--- src/rtl/target_gen_lfsr.sv ---
// Target generator: a free-running Fibonacci LFSR feeds rejection-sampled (x, y) draws,
// with optional no-repeat, a bounded retry budget and a deterministic fallback commit.
module target_gen_lfsr #(
  parameter int                LFSR_W    = 16,
  parameter logic [LFSR_W-1:0] TAPS      = 16'hB400,
  parameter logic [LFSR_W-1:0] SEED      = 16'hACE1,
  parameter int                COORD_W   = 5,
  parameter int                X_MAX     = 31,
  parameter int                Y_MIN     = 30,
  parameter int                Y_OFF_W   = 1,
  parameter int                Y_SPAN    = 1,
  parameter int                MAX_TRIES = 8,
  parameter bit                NO_REPEAT = 1'b1
) (
  input  logic               clk,
  input  logic               reset,
  input  logic               ena,
  input  logic               start_new_game,
  input  logic               seed_load,
  input  logic [LFSR_W-1:0]  seed,
  output logic [COORD_W-1:0] target_x,
  output logic [COORD_W-1:0] target_y,
  output logic               target_valid,
  output logic               new_target,
  output logic               busy
);

  localparam int TRY_W = (MAX_TRIES > 1) ? $clog2(MAX_TRIES) : 1;

  typedef enum logic [1:0] {IDLE, DRAW, HOLD} state_t;

  state_t               state_q;
  logic [LFSR_W-1:0]    lfsr_q, lfsr_d;
  logic [TRY_W-1:0]     tries_q;
  logic [COORD_W-1:0]   target_x_q, target_y_q, fallback_x;
  logic                 target_valid_q, new_target_q, busy_q;

  logic [COORD_W-1:0]   x_c, y_c;
  logic [Y_OFF_W-1:0]   off_c;
  logic                 in_range, repeat_hit, accept, last_try;

  // seed_load wins over everything else and is honoured even with ena low
  always_comb begin
    lfsr_d = lfsr_q;
    if (seed_load)
      lfsr_d = (seed == '0) ? SEED : seed;
    else if (lfsr_q == '0)
      lfsr_d = SEED;
    else if (ena)
      lfsr_d = {lfsr_q[LFSR_W-2:0], ^(lfsr_q & TAPS)};
  end

  always_comb begin
    x_c        = lfsr_q[COORD_W-1:0];
    off_c      = lfsr_q[COORD_W+Y_OFF_W-1:COORD_W];
    y_c        = COORD_W'(Y_MIN) + COORD_W'(off_c);
    in_range   = (int'(x_c) <= X_MAX) && (int'(off_c) <= Y_SPAN);
    repeat_hit = NO_REPEAT && target_valid_q && (x_c == target_x_q) && (y_c == target_y_q);
    accept     = in_range && !repeat_hit;
    last_try   = (tries_q == TRY_W'(MAX_TRIES - 1));
    fallback_x = (target_x_q == COORD_W'(X_MAX)) ? '0 : target_x_q + 1'b1;
  end

  always_ff @(posedge clk) begin
    if (reset) begin
      lfsr_q         <= SEED;
      state_q        <= IDLE;
      tries_q        <= '0;
      target_x_q     <= '0;
      target_y_q     <= COORD_W'(Y_MIN);
      target_valid_q <= 1'b0;
      new_target_q   <= 1'b0;
      busy_q         <= 1'b0;
    end else begin
      lfsr_q <= lfsr_d;
      // With ena low the whole FSM, including the pulse output, is frozen
      if (ena) begin
        new_target_q <= 1'b0;
        case (state_q)
          IDLE, HOLD: begin
            if (start_new_game) begin
              state_q <= DRAW;
              tries_q <= '0;
              busy_q  <= 1'b1;
            end
          end
          DRAW: begin
            if (accept || last_try) begin
              target_x_q     <= accept ? x_c : fallback_x;
              target_y_q     <= accept ? y_c : target_y_q;
              target_valid_q <= 1'b1;
              new_target_q   <= 1'b1;
              busy_q         <= 1'b0;
              state_q        <= HOLD;
            end else begin
              tries_q <= tries_q + 1'b1;
            end
          end
          default: begin
            state_q <= IDLE;
            busy_q  <= 1'b0;
          end
        endcase
      end
    end
  end

  assign target_x     = target_x_q;
  assign target_y     = target_y_q;
  assign target_valid = target_valid_q;
  assign new_target   = new_target_q;
  assign busy         = busy_q;

endmodule

--- config.mk ---
export PLATFORM = sky130hd
export DESIGN_NAME = target_gen_lfsr
export DESIGN_NICKNAME = d
export VERILOG_FILES = /design/src/rtl/target_gen_lfsr.sv
export SDC_FILE = /design/constraint.sdc
export NUM_CORES = 1
export LEC_CHECK = 0
export BUFFER_PORTS_ARGS = -buffer_cell sky130_fd_sc_hd__buf_2
export CAP_MARGIN = 15
export CORE_MARGIN = 10
export CORE_UTILIZATION = 53
export DETAILED_ROUTE_END_ITERATION = 8
export GPL_ROUTABILITY_DRIVEN = 0
export GPL_TIMING_DRIVEN = 0
export PLACE_DENSITY_LB_ADDON = 0.1
export SYNTH_ARGS = -nofsm -noshare
export SYNTH_HDL_FRONTEND = slang
export SYNTH_SLANG_ARGS = --single-unit
export TNS_END_PERCENT = 1
--- constraint.sdc ---
create_clock -name clk -period 2.2 [get_ports clk]
set_input_delay 0.11 -clock clk [delete_from_list [all_inputs] [get_ports clk]]
set_output_delay 0.11 -clock clk [all_outputs]
set_load 0.005 [all_outputs]
==> flow_summary.toml <==
[synthesis]
synthesis.area_sq_um = 1570
ys_async_sr_fraction_pct = 0
syn_area_per_cell_sq_um = 7.91
synth_edf_count = 0
ys_warn_count = 0
ys_seq_elements = 30
ys_seq_area_share_pct = 38.4
yosysUniqueCellTypes = 38
synth-main-ff-cell = "dfxtp_1"
synth_cells = 198

[placed_design]
placedCellCount = 261
place_hpwl_um = 3160
io_buffers = 29

[finish]
area_growth_pct = 15.7
layout_commonest_cell = "a21oi_1"
final_nets = 263
diodes = 0
layout-drive-gt1-share_pct = 19.1
final_cells = 267
final_cell_mix = "a21oi_1 (32), dfxtp_1 (30), nor2_1 (29), buf_2 (29), nand2_1 (13)"

[setup_path]
cp_slowest_stage_delay_ps = 430
cp_top_family = "compound AO/OA/AOI/OAI gates"
cp.required_ps = 2390
cp-start-kind = "register"
cp_max_fo = 6
end_kind = "register"
criticalPathCategory = "reg2reg"
crit_slowest_cell = "a2111oi_0"
crit_buf_inv = 0
cp_cell_sequence = "ha_1, and3_2, ha_1, a21oi_1, nor2_1, nand2_1, a21oi_1, a2111oi_0"
critPathArrivalTime_ps = 2150

[timing]
clock_skew_ps = 2.05
setup_tns_ps = 0
slew_violations = 0
grt_setup_unrepaired = "no"
fin_hold_ws_ps = 24.5
period_needed_ps = 1960
slew_headroom_pct = 53.6
worstMarginPinSlew_ps = 694
fin_crit_sh_pct = 89.3
fmax_mhz = 509
hold_viol_final = 0
setup_viol = 0

[min_path]
hold_path.class = "in2reg"

[global_route]
antenna_found_initial = 0
grt_pass1_vias = 1536
grt_max_degree = 11
grt_usage_pct = 15.3
grt_pass1_wl_um = 6740
grt_overflow = 0

[clocking]
clk_pin_slew_ps = 90
ctsResizeCount = 0
htreeDepth = 2
cts_buffer_depth = 2
hold_buffers = 0
cts_root_buf = "clkbuf_4"
cts.sinks = 30
cts_tree = "done"
clk_latency_ps = 330
cts_buffers = 5
post-cts-setup-buffer-count = 0

[power]
total_power_mw = 1.12
p_leak_nw = 0.776
pwr_density_cell_nw_per_um2 = 621
ir_drop_mv = 0.433

[route]
antenna_left = 0
dr_total_vias = 1599
via_per_inst = 5.99
wl_per_cell_um = 15.5
drc = 0
postRouteWirelength_um = 4140
drtIter0Drc = 114
dr.pass1.iters = 4

[die]
row_count = 19
start_util_pct = 56.3
dieWidth_um = 74.3
core_area_sq_um = 2780
die_h_um = 74.3
ios = 34
die-area_sq_um = 5530

[job]
cap_viol_max_count = 0

[run_status]
status = "finished clean"
[cells by family (layout without fill, tap and decap cells)]
| family | count (synthesis) | in the layout | synth area share (%) |
|---|---|---|---|
| compound gates | 61 | 61 | 23.8 |
| xor+xnor | 9 | 9 | 5.04 |
| fa+ha+maj | 5 | 5 | 4.00 |
| buf+inv | 22 | 57 | 6.71 |
| flops | 30 | 30 | 38.4 |
| mux | 3 | 3 | 2.00 |
| other cells | 1 | 4 | 0.240 |
| simple gates | 67 | 67 | 19.8 |
[path summary, 6_finish.rpt]
check / startpoint / to / slack, ps / cells after the start
worst max-delay path: target_x[0] / target_x[2] / 240 / 8
worst min-delay path: seed[3] / lfsr_q[3] / 20 / 3
worst max register to register: target_x[0] / target_x[2] / 240 / 8
worst min register to register: busy / busy / 490 / 2
[where the power goes]
part / internal, mW / switching, mW / total [mW]
Sequential: 0.576 / 0.0395 / 0.616
Clock: 0.144 / 0.181 / 0.325
Combinational: 0.0845 / 0.0997 / 0.184
[cells in the mapped netlist (all sizes together) (3+ instances only)]
| library cell | number | area [sq um] |
|---|---|---|
| nand2 | 13 | 48.8 |
| dfxtp | 30 | 601 |
| nor2 | 29 | 109 |
| nor3 | 5 | 25.0 |
| inv | 9 | 33.8 |
| a311oi | 5 | 43.8 |
| a211oi | 3 | 22.5 |
| nor4 | 7 | 43.8 |
| clkbuf | 6 | 22.5 |
| xnor2 | 8 | 70.1 |
| a21oi | 32 | 160 |
| buf | 7 | 48.8 |
| ha | 5 | 62.6 |
| o21ai | 10 | 50.1 |
[routing by layer]
metal  vias up  global-route usage, %  wire, um
met5         -                      0         0
met4         0                   8.13        96
met3        11                   5.85       339
met2        60                   24.1      1950
met1       746                   17.6      1750
li1        782                      -         -
[layout make-up]
| cell class | count | area, sq um |
|---|---|---|
| tap | 31 | 38.8 |
| buffer | 13 | 71.3 |
| inverter | 9 | 33.8 |
| sequential | 30 | 601 |
| fill | 250 | 970 |
| clock buffer | 6 | 51.3 |
| timing repair buffer | 29 | 145 |
| multi-input combinational | 149 | 871 |
[metrics by stage]
stage / worst slack [ps] / util, % / cell area, sq um
global route: 101 / 65.1 / 1810
detailed placement: 286 / 63.3 / 1760
global placement: 297 / 63.3 / 1760
finish: 236 / 65.1 / 1810
CTS: 254 / 65.1 / 1810
floorplan: 473 / - / 1580
[state kept, by name (all words and copies together), names as in the netlist]
signal	flops
target_x	5
state_q	2
busy	1
tries_q	3
target_y	1
lfsr_q	16
target_valid	1
new_target	1
[worst reg2reg max path: stages, from the launching register on]
cell and delay (ps):
dfxtp_1 380, ha_1 260, and3_2 230, ha_1 210, a21oi_1 130, nor2_1 50, nand2_1 60, a21oi_1 70
a2111oi_0 430
Note: power is estimated with default switching activity, not from simulation.
